### config.mk
export PLATFORM = sky130hd
export DESIGN_NAME = uart_tx_periph_flat
export DESIGN_NICKNAME = d
export VERILOG_FILES = /design/src/rtl/uart_tx_periph_if.sv /design/src/rtl/uart_tx_periph.sv /design/src/flat_wrapper.sv
export SDC_FILE = /design/constraint.sdc
export NUM_CORES = 1
export LEC_CHECK = 0
export ABC_AREA = 1
export CORE_UTILIZATION = 50
export CTS_CLUSTER_DIAMETER = 200
export DETAILED_ROUTE_END_ITERATION = 10
export DONT_BUFFER_PORTS = 1
export PLACE_DENSITY = 0.78
export SLEW_MARGIN = 20
export SYNTH_ARGS = -nofsm -noshare
export SYNTH_HDL_FRONTEND = slang
export SYNTH_SLANG_ARGS = --single-unit
### constraint.sdc
create_clock -name sys_clk -period 2.14 [get_ports sys_clk]
set_input_delay 0.642 -clock sys_clk [delete_from_list [all_inputs] [get_ports sys_clk]]
set_output_delay 0.642 -clock sys_clk [all_outputs]
set_load 0.005 [all_outputs]
### src/rtl/uart_tx_periph_if.sv
// Register bus between the system address decoder and uart_tx_periph.
interface uart_tx_periph_if;
    // reg_read/reg_write are single-cycle strobes qualified by reg_addr; there is no
    // back-pressure, every access completes on the edge it is sampled and rdata is valid
    // from the cycle after a read strobe until the next one.
    logic        reg_read;
    logic        reg_write;
    logic [1:0]  reg_addr;
    logic [3:0]  wstrb;
    logic [31:0] wdata;
    logic [31:0] rdata;

    modport master (output reg_read, reg_write, reg_addr, wstrb, wdata, input rdata);
    modport slave  (input reg_read, reg_write, reg_addr, wstrb, wdata, output rdata);
endinterface

### src/rtl/uart_tx_periph.sv
// Register-mapped UART transmitter (8N1) with a byte FIFO and programmable baud divisor.
// Defining UART_TX_PARITY_EN adds an even-parity bit, giving 8E1 frames.
module uart_tx_periph #(
    parameter int FIFO_DEPTH = 8,
    parameter int DIV_RESET  = 434
) (
    input  logic            sys_clk,
    input  logic            sys_resetn,
    uart_tx_periph_if.slave bus,
    output logic            tx,
    output logic            irq_empty,
    output logic [2:0]      fsm_state
);
    localparam int AW = $clog2(FIFO_DEPTH);

`ifdef UART_TX_PARITY_EN
    typedef enum logic [2:0] {IDLE = 3'd0, START = 3'd1, DATA = 3'd2, PARITY = 3'd3, STOP = 3'd4} state_t;
`else
    typedef enum logic [2:0] {IDLE = 3'd0, START = 3'd1, DATA = 3'd2, STOP = 3'd4} state_t;
`endif

    state_t        state, state_n;
    logic [7:0]    mem [FIFO_DEPTH];
    logic [AW-1:0] wr_ptr, rd_ptr;
    logic [AW:0]   count;
    logic          overflow;
    logic [15:0]   div, cnt, bit_len;
    logic [2:0]    bit_idx, bit_idx_n;
    logic [7:0]    shreg;
    logic          fifo_full, fifo_empty, busy;
    logic          push_req, push, pop, ovf_set, ovf_clr;
    logic          bit_done, reload, tx_n;
    logic [31:0]   status_val;

    assign fifo_full  = (count == (AW+1)'(FIFO_DEPTH));
    assign fifo_empty = (count == '0);
    assign busy       = (state != IDLE);
    assign irq_empty  = fifo_empty && !busy;
    assign fsm_state  = state;

    assign bit_len  = (div == 16'd0) ? 16'd1 : div;
    assign bit_done = (cnt == 16'd1);

    assign push_req = bus.reg_write && (bus.reg_addr == 2'd0) && bus.wstrb[0];
    // A full FIFO still accepts a byte when the shifter takes one on the same edge.
    assign push     = push_req && (!fifo_full || pop);
    assign ovf_set  = push_req && !push;
    assign ovf_clr  = bus.reg_write && (bus.reg_addr == 2'd1) && bus.wstrb[0] && bus.wdata[3];

    always_comb begin
        status_val        = 32'd0;
        status_val[0]     = fifo_full;
        status_val[1]     = fifo_empty;
        status_val[2]     = busy;
        status_val[3]     = overflow;
        status_val[15:8]  = 8'(count);
    end

    always_comb begin
        state_n = state;
        pop     = 1'b0;
        case (state)
            IDLE: begin
                if (!fifo_empty) begin
                    pop     = 1'b1;
                    state_n = START;
                end
            end
            START: if (bit_done) state_n = DATA;
            DATA: begin
                if (bit_done && bit_idx == 3'd7) begin
`ifdef UART_TX_PARITY_EN
                    state_n = PARITY;
`else
                    state_n = STOP;
`endif
                end
            end
`ifdef UART_TX_PARITY_EN
            PARITY: if (bit_done) state_n = STOP;
`endif
            STOP: begin
                if (bit_done) begin
                    if (!fifo_empty) begin
                        pop     = 1'b1;
                        state_n = START;
                    end else begin
                        state_n = IDLE;
                    end
                end
            end
            default: state_n = IDLE;
        endcase
    end

    always_comb begin
        reload    = pop || (busy && bit_done);
        bit_idx_n = (state == DATA && bit_done) ? bit_idx + 3'd1 : bit_idx;
        // tx is computed from the next state so the registered line changes on the bit edge.
        case (state_n)
            START:  tx_n = 1'b0;
            DATA:   tx_n = shreg[bit_idx_n];
`ifdef UART_TX_PARITY_EN
            PARITY: tx_n = ^shreg;
`endif
            default: tx_n = 1'b1;
        endcase
    end

    always_ff @(posedge sys_clk or negedge sys_resetn) begin
        if (!sys_resetn) begin
            state   <= IDLE;
            tx      <= 1'b1;
            cnt     <= 16'd0;
            bit_idx <= 3'd0;
            shreg   <= 8'd0;
        end else begin
            state   <= state_n;
            tx      <= tx_n;
            bit_idx <= bit_idx_n;
            if (pop) shreg <= mem[rd_ptr];
            if (reload)    cnt <= bit_len;
            else if (busy) cnt <= cnt - 16'd1;
        end
    end

    always_ff @(posedge sys_clk) begin
        if (push) mem[wr_ptr] <= bus.wdata[7:0];
    end

    always_ff @(posedge sys_clk or negedge sys_resetn) begin
        if (!sys_resetn) begin
            wr_ptr <= '0;
            rd_ptr <= '0;
            count  <= '0;
        end else begin
            if (push) wr_ptr <= wr_ptr + 1'b1;
            if (pop)  rd_ptr <= rd_ptr + 1'b1;
            case ({push, pop})
                2'b10:   count <= count + 1'b1;
                2'b01:   count <= count - 1'b1;
                default: count <= count;
            endcase
        end
    end

    always_ff @(posedge sys_clk or negedge sys_resetn) begin
        if (!sys_resetn) begin
            overflow <= 1'b0;
            div      <= 16'(DIV_RESET);
            bus.rdata <= 32'd0;
        end else begin
            if (ovf_set)      overflow <= 1'b1;
            else if (ovf_clr) overflow <= 1'b0;
            if (bus.reg_write && bus.reg_addr == 2'd2) begin
                if (bus.wstrb[0]) div[7:0]  <= bus.wdata[7:0];
                if (bus.wstrb[1]) div[15:8] <= bus.wdata[15:8];
            end
            if (bus.reg_read) begin
                case (bus.reg_addr)
                    2'd1:    bus.rdata <= status_val;
                    2'd2:    bus.rdata <= {16'd0, div};
                    default: bus.rdata <= 32'd0;
                endcase
            end
        end
    end
endmodule

### src/flat_wrapper.sv
// flat-port wrapper written by rule: the top's interface ports become plain ports
module uart_tx_periph_flat 
#(
    parameter int FIFO_DEPTH = 8,
    parameter int DIV_RESET  = 434
)
  (sys_clk, sys_resetn, tx, irq_empty, fsm_state, bus_reg_read, bus_reg_write, bus_reg_addr, bus_wstrb, bus_wdata, bus_rdata);
  uart_tx_periph_if bus_i ();
  input  logic sys_clk;
  input  logic sys_resetn;
  output logic tx;
  output logic irq_empty;
  output logic [2:0] fsm_state;
  input wire logic [$bits(bus_i.reg_read)-1:0] bus_reg_read;
  input wire logic [$bits(bus_i.reg_write)-1:0] bus_reg_write;
  input wire logic [$bits(bus_i.reg_addr)-1:0] bus_reg_addr;
  input wire logic [$bits(bus_i.wstrb)-1:0] bus_wstrb;
  input wire logic [$bits(bus_i.wdata)-1:0] bus_wdata;
  output wire logic [$bits(bus_i.rdata)-1:0] bus_rdata;
  assign bus_i.reg_read = bus_reg_read;
  assign bus_i.reg_write = bus_reg_write;
  assign bus_i.reg_addr = bus_reg_addr;
  assign bus_i.wstrb = bus_wstrb;
  assign bus_i.wdata = bus_wdata;
  assign bus_rdata = bus_i.rdata;
  uart_tx_periph #(.FIFO_DEPTH(FIFO_DEPTH), .DIV_RESET(DIV_RESET)) u_core (.sys_clk(sys_clk), .sys_resetn(sys_resetn), .bus(bus_i), .tx(tx), .irq_empty(irq_empty), .fsm_state(fsm_state));
endmodule
==> impl_metrics.env, run 1 <==
export IMPL_first_pass_iters=5
export IMPL_grt_max_degree=75
export IMPL_worstPathCellList="inv_2 > nand3_4 > nor2_4 > buf_6 > nor2_4 > nand2_4 > a21oi_4 > inv_2 > or2_4 > nor2_4 > buf_12"
export IMPL_floorplan_initialDensity=0.514
export IMPL_port_buffer_count=0
export IMPL_worst_setup_path_end_kind="flop"
export IMPL_ys_types=46
export IMPL_yosysTopAreaCell="edfxtp_1"
export IMPL_p_comb_frac=0.139
export IMPL_skew_ns=0.00821
export IMPL_grt_pass1_vias=4571
export IMPL_synthFlopType="dfrtp_1"
export IMPL_maxCapViolations=0
export IMPL_synth_avg_cell_area_um2=9.79
export IMPL_post_drt_wl_per_cell_um=16.5
export IMPL_drtAntennaViolNets=0
export IMPL_yosys_top_cells_count="nor2_1 (91), nand2_1 (89), inv_1 (77)"
export IMPL_numCtsBuffers=17
export IMPL_p_leak_nw=3.17
export IMPL_core_area_mm2=0.0126
export IMPL_async_flop_share=0.536
export IMPL_fp_row_count=41
export IMPL_grt_busiest_layer="met2"
export IMPL_chipWidth_um=116
export IMPL_setup_viol=0
export IMPL_synth_warnings=0
export IMPL_grt_pass1_wl_um=22600
export IMPL_clock_latency_ns=0.41
export IMPL_final_cells=891
export IMPL_hold_slack_ns=-0.0811
export IMPL_seq_area_frac_synth=0.582
export IMPL_antenna_found_initial=0
export IMPL_power_switching_w=0.00189
export IMPL_syn_inst=663
export IMPL_clockRootBuffer="clkbuf_16"
export IMPL_min_period_over_period=0.999
export IMPL_cpMaxStageDelayCell="dfrtp_1"
export IMPL_cp_required_ns=2.27
export IMPL_vias=4995
export IMPL_synth_edff_count=64
export IMPL_netlist_area_leader_share=0.296
export IMPL_area_growth_syn_to_layout_pct=17.6
export IMPL_drc=0
export IMPL_p_per_area_mw_per_mm2=955
export IMPL_critical_path_startpoint_type="flop"
export IMPL_seqPwrFrac=0.449
export IMPL_nFillCells=955
export IMPL_io_pins=79
export IMPL_critPathKind="reg2reg"
export IMPL_cts_tree="done"
export IMPL_clock_sinks=138
export IMPL_synthesis_area_mm2=0.00649
export IMPL_yosys_top_cells_area="edfxtp_1 (30%), dfrtp_1 (26%), nor2_1 (5.3%)"
export IMPL_grtUsageMet1=0.285
export IMPL_synth_most_common_cell="nor2_1"
export IMPL_finalCriticalPeriod_ns=2.14
export IMPL_violations="negative hold slack"
export IMPL_htreeDepth=4
export IMPL_rsz0062_at_grt="true"
export IMPL_fmax_mhz=468
export IMPL_final_nets=758
export IMPL_dr_first_iter_drc_count=372
export IMPL_grtUsageTotal=0.222
export IMPL_place_gp_congestion=0.854
export IMPL_overflow=0
export IMPL_drt_total_wl_um=14700
export IMPL_slew_violations=0
export IMPL_met3_usage=0.0586
export IMPL_synth_seq_cells=138
export IMPL_fp_dieArea_mm2=0.0134
export IMPL_clk_pin_slew_worst_paths_ns=0.06
export IMPL_dp_cells=840
export IMPL_swShare=0.259
export IMPL_clkPwrFrac=0.412
export IMPL_status="complete, but fails checks"
export IMPL_slowest_delay_ns=0.36
export IMPL_avgViaCountPerCell=5.61
export IMPL_tightest_slew_ns=0.862
export IMPL_grt_use_met2=0.360
export IMPL_dp_hpwl_um=9580
export IMPL_finalHoldViolations=68
export IMPL_die_h_um=116
export IMPL_fin_total_pwr_w=0.00729
export IMPL_ir_worst_vdd_uv=632
export IMPL_diodes=0
export IMPL_drive_above_1_share=0.184
export IMPL_cts_buffer_depth=2
export IMPL_maxSlewHeadroom=0.426
export IMPL_cp_common_cell="nor2_4"
export IMPL_cp_arrival_ns=2.26
export IMPL_crit_fanout=8
export IMPL_p_int_w=0.00540
export IMPL_hold_path_class="in2async"
## logic make-up (layout without fill, tap and decap cells)
| group | count (synthesis) | count (layout) | share of synthesized area |
|---|---|---|---|
| compound gates | 135 | 135 | 0.131 |
| xor+xnor | 6 | 6 | 0.00809 |
| fa+ha+maj | 10 | 10 | 0.0193 |
| buf+inv | 124 | 165 | 0.0823 |
| flops | 138 | 138 | 0.582 |
| mux | 1 | 1 | 0.00173 |
| other cells | 1 | 16 | 0.000578 |
| simple gates | 248 | 248 | 0.174 |
## final timing paths
kind,startpoint,cells after the start,to,slack (ns)
max in group asynchronous,sys_resetn,0,u_core.div[4],2.02
worst min-delay path,sys_resetn,0,u_core.cnt[12],-0.08
worst max register to register,u_core.count[0],11,u_core.mem[4][3],0.003
min in group sys_clk,bus_wdata[6],0,u_core.mem[3][6],0.32
worst min register to register,u_core.shreg[1],1,u_core.shreg[1],0.47
worst max-delay path,u_core.count[0],11,u_core.mem[4][3],0.003
## worst max-delay path: cells and delay by family, from the launching register on
kind	cells	cell delay, ns
AOI/OAI and AO/OA	1	0.18
buffers and inverters	4	0.38
DFF	1	0.36
and+or+nand+nor	6	0.91
## power by group through the flow
stage          combinational, W  sequential [W]  clock, W
2_1_floorplan          0.000607         0.00325         0
3_3_place_gp           0.000705         0.00328         0
3_5_place_dp           0.000742         0.00330         0
4_1_cts                0.000788         0.00324   0.00301
5_1_grt                 0.00112         0.00330   0.00312
6_report                0.00101         0.00327   0.00300
## sequential cells by signal, summed over array words and instances (netlist names)
| signal | cells |
|---|---|
| u_core.bit_idx | 3 |
| u_core.bus.rdata | 16 |
| u_core.cnt | 16 |
| u_core.count | 4 |
| u_core.div | 16 |
| u_core.fsm_state | 3 |
| u_core.mem | 64 |
| u_core.overflow | 1 |
| u_core.rd_ptr | 3 |
| u_core.shreg | 8 |
| u_core.tx | 1 |
| u_core.wr_ptr | 3 |
## per-layer routing
metal,vias to the layer above,share of wire
met3,34,0.080
met2,235,0.50
met4,0,0.020
met1,2425,0.40
met5,-,0
li1,2301,-
## stage by stage
step                setup TNS (ns)  setup WS, ns  hold WS (ns)  cell area (um2)  utilization
floorplan                        0        0.0242         0.346             6550            -
global placement                 0        0.0693         0.349             6800        0.539
detailed placement               0        0.0145         0.348             6800        0.539
CTS                              0      0.000765       -0.0936             7430        0.589
global route                 -1.48       -0.0720       -0.0957             7630        0.605
finish                           0       0.00265       -0.0811             7630        0.605
## what timing repair did
item / CTS / global route
endpoints found under the setup margin: 16 / 69
endpoints found under the hold margin: 68 / 68
pin swaps: 2 / 16
buffers inserted: 3 / 16
gates resized for setup: 2 / 21
## layout by cell type (no fill, tap or decap), types with 17 or more instances in the layout
master / instances
clkbuf_16: 17
o22ai_1: 18
o21ai_0: 30
dfrtp_1: 66
nor2_1: 87
inv_1: 75
edfxtp_1: 64
buf_4: 39
a21oi_1: 34
nand2_1: 87
nand3_1: 22
## final cells by class
type | count | area (um2) | share of cell area
well taps | 172 | 215 | 0.0282
multi-input cells | 416 | 2300 | 0.301
clock buffers | 18 | 429 | 0.0562
repair buffers | 46 | 398 | 0.0521
inverters | 87 | 327 | 0.0428
flip-flops and latches | 138 | 3780 | 0.496
clock inverters | 14 | 179 | 0.0234
No activity file was read; power rests on OpenSTA's default activity.
==> run 2: changes to the inputs <==
--- a/config.mk
+++ b/config.mk
@@ -5,7 +5,6 @@
 export SDC_FILE = /design/constraint.sdc
 export NUM_CORES = 1
 export LEC_CHECK = 0
-export ABC_AREA = 1
 export CORE_UTILIZATION = 50
 export CTS_CLUSTER_DIAMETER = 200
 export DETAILED_ROUTE_END_ITERATION = 10
==> impl_metrics.env, run 2 <==
export IMPL_status="complete, but fails checks"
export IMPL_violations="negative hold slack, negative setup slack"
export IMPL_grt_pass1_wl_um=24100
export IMPL_htreeDepth=4
export IMPL_rsz0062_at_grt="true"
export IMPL_slowest_delay_ns=0.42
export IMPL_place_gp_congestion=0.874
export IMPL_post_drt_wl_per_cell_um=21.5
export IMPL_skew_ns=0.00604
export IMPL_antenna_found_initial=0
export IMPL_grt_max_degree=75
export IMPL_yosysTopAreaCell="edfxtp_1"
export IMPL_fp_row_count=40
export IMPL_overflow=0
export IMPL_cpMaxStageDelayCell="dfrtp_1"
export IMPL_hold_slack_ns=-0.0876
export IMPL_p_leak_nw=3.15
export IMPL_chipWidth_um=113
export IMPL_fin_tns_setup_ns=-19.01
export IMPL_place_ws_ns=-0.361
export IMPL_final_nets=600
export IMPL_grtUsageTotal=0.256
export IMPL_largest_reg_flops=64
export IMPL_yosys_top_cells_count="dfrtp_1 (68), edfxtp_1 (64), o21ai_0 (30)"
export IMPL_area_growth_syn_to_layout_pct=28.3
export IMPL_first_pass_iters=5
export IMPL_drc=0
export IMPL_worstPathCellList="nor4_4 > nand4_2 > and2_4 > nor4_4 > buf_6 > and2_4 > xor2_2 > ha_2 > nor2_1 > a32oi_1 > xnor2_1"
export IMPL_maxSlewHeadroom=0.464
export IMPL_crit_buf_inv=1
export IMPL_cp_arrival_ns=2.78
export IMPL_setup_viol=77
export IMPL_netlist_area_leader_share=0.311
export IMPL_async_flop_share=0.536
export IMPL_yosys_top_cells_area="edfxtp_1 (31%), dfrtp_1 (28%), mux4_2 (5.8%)"
export IMPL_final_common_cell="dfrtp_1"
export IMPL_finalHoldViolations=68
export IMPL_drive_above_1_share=0.328
export IMPL_floorplan_initialDensity=0.514
export IMPL_reg2reg_slack_ns=-0.34
export IMPL_synthesis_area_mm2=0.00618
export IMPL_synth_warnings=0
export IMPL_cts_buffer_depth=2
export IMPL_worst_setup_path_end_kind="flop"
export IMPL_min_period_over_period=1.16
export IMPL_dp_hpwl_um=9270
export IMPL_core_area_mm2=0.0120
export IMPL_slew_violations=0
export IMPL_critPathKind="reg2reg"
export IMPL_fmax_mhz=402
export IMPL_top_register="u_core.mem"
export IMPL_cp_required_ns=2.44
export IMPL_dr_first_iter_drc_count=512
export IMPL_drt_total_wl_um=15200
export IMPL_diodes=0
export IMPL_clockRootBuffer="clkbuf_16"
export IMPL_io_pins=79
export IMPL_crit_fanout=4
export IMPL_die_h_um=113
export IMPL_synth_seq_cells=138
export IMPL_avgViaCountPerCell=6.22
export IMPL_syn_inst=476
export IMPL_tightest_slew_ns=0.805
export IMPL_synth_edff_count=64
export IMPL_layout_common_cells="dfrtp_1 (68), edfxtp_1 (64), buf_4 (53)"
export IMPL_vias=4407
export IMPL_port_buffer_count=0
export IMPL_setup_ws_ns=-0.345
export IMPL_hold_path_class="in2async"
export IMPL_synth_most_common_cell="dfrtp_1"
export IMPL_crit_family="simple AND/OR/NAND/NOR gates"
export IMPL_finalCriticalPeriod_ns=2.48
export IMPL_seq_area_frac_synth=0.612
export IMPL_fp_dieArea_mm2=0.0128
export IMPL_drtAntennaViolNets=0
export IMPL_maxCapViolations=0
export IMPL_clk_pin_slew_worst_paths_ns=0.06
export IMPL_ys_types=55
export IMPL_clock_sinks=138
export IMPL_synthFlopType="dfrtp_1"
export IMPL_ir_worst_vdd_uv=833
export IMPL_numCtsBuffers=17
export IMPL_synth_avg_cell_area_um2=13.0
export IMPL_grt_pass1_vias=4450
export IMPL_cts_tree="done"
export IMPL_critical_path_startpoint_type="flop"
export IMPL_clock_latency_ns=0.42
export IMPL_p_per_area_mw_per_mm2=1210
==> run 2: stage by stage <==
| step | utilization | power (W) | hold WS [ns] | std cells | area (um2) |
|---|---|---|---|---|---|
| finish | 0.660 | 0.00961 | -0.0876 | 708 | 7920 |
| CTS | 0.648 | 0.00945 | -0.104 | 701 | 7780 |
| global route | 0.660 | 0.00998 | -0.108 | 708 | 7920 |
| global placement | 0.572 | 0.00586 | 0.348 | 660 | 6870 |
| detailed placement | 0.572 | 0.00598 | 0.347 | 660 | 6870 |
| floorplan | - | 0.00516 | 0.346 | 491 | 6360 |
==> run 2: logic make-up (layout without fill, tap and decap cells) <==
kind of cell    count (synthesis)  in the layout  share of synthesized area
xor+xnor                        8              8                     0.0113
simple gates                  121            121                      0.107
fa+ha+maj                      10             10                     0.0203
other cells                     1             16                   0.000607
buf+inv                        63            133                     0.0488
flops                         138            138                      0.612
compound gates                 91             91                     0.0922
mux                            44             44                      0.107
==> run 2: worst reg2reg max path, cell delays in order (launching register included) <==
cell	delay (ns)
dfrtp_1	0.42
nor4_4	0.40
nand4_2	0.18
and2_4	0.18
nor4_4	0.14
buf_6	0.18
and2_4	0.17
xor2_2	0.12
ha_2	0.19
nor2_1	0.05
a32oi_1	0.22
xnor2_1	0.11
==> run 2: final timing paths <==
path / start / to / cells past startpoint
setup / recovery: u_core.cnt[9] / u_core.count[2] / 11
hold / removal: sys_resetn / u_core.div[10] / 0
setup reg to reg: u_core.cnt[9] / u_core.count[2] / 11
min in group sys_clk: bus_wdata[0] / u_core.mem[0][0] / 0
max in group asynchronous: sys_resetn / u_core.tx / 0
hold reg to reg: u_core.shreg[2] / u_core.shreg[2] / 2
==> run 2: power breakdown <==
group          switching, W  total (W)  internal, W
logic               0.00109    0.00239      0.00129
clock network       0.00109    0.00334      0.00226
registers          0.000639    0.00388      0.00324
==> run 2: final cells by class <==
type | instances | area [um2]
Fill cell | 802 | 4090
Clock buffer | 26 | 587
Inverter | 25 | 93.8
Tap cell | 147 | 184
Timing Repair Buffer | 76 | 752
Clock inverter | 6 | 113
Multi-Input combinational cell | 290 | 2410
Sequential cell | 138 | 3780
==> run 2: per-layer routing <==
layer	vias up	GRT usage	part of all wire	wire length (um)
li1	1896	-	-	-
met1	2237	0.311	0.37	5670
met4	0	0.118	0.032	488
met5	-	0	0	0
met2	225	0.422	0.52	7870
met3	49	0.0782	0.077	1180
==> run 2: repair_timing <==
| item | 4_1_cts | 5_1_grt |
|---|---|---|
| pin swaps | 15 | 9 |
| gates resized for setup | 27 | 29 |
| hold endpoints to repair | 68 | 68 |
| setup buffers | 10 | 10 |
| endpoints found under the setup margin | 73 | 96 |
| cloned | 1 | 0 |
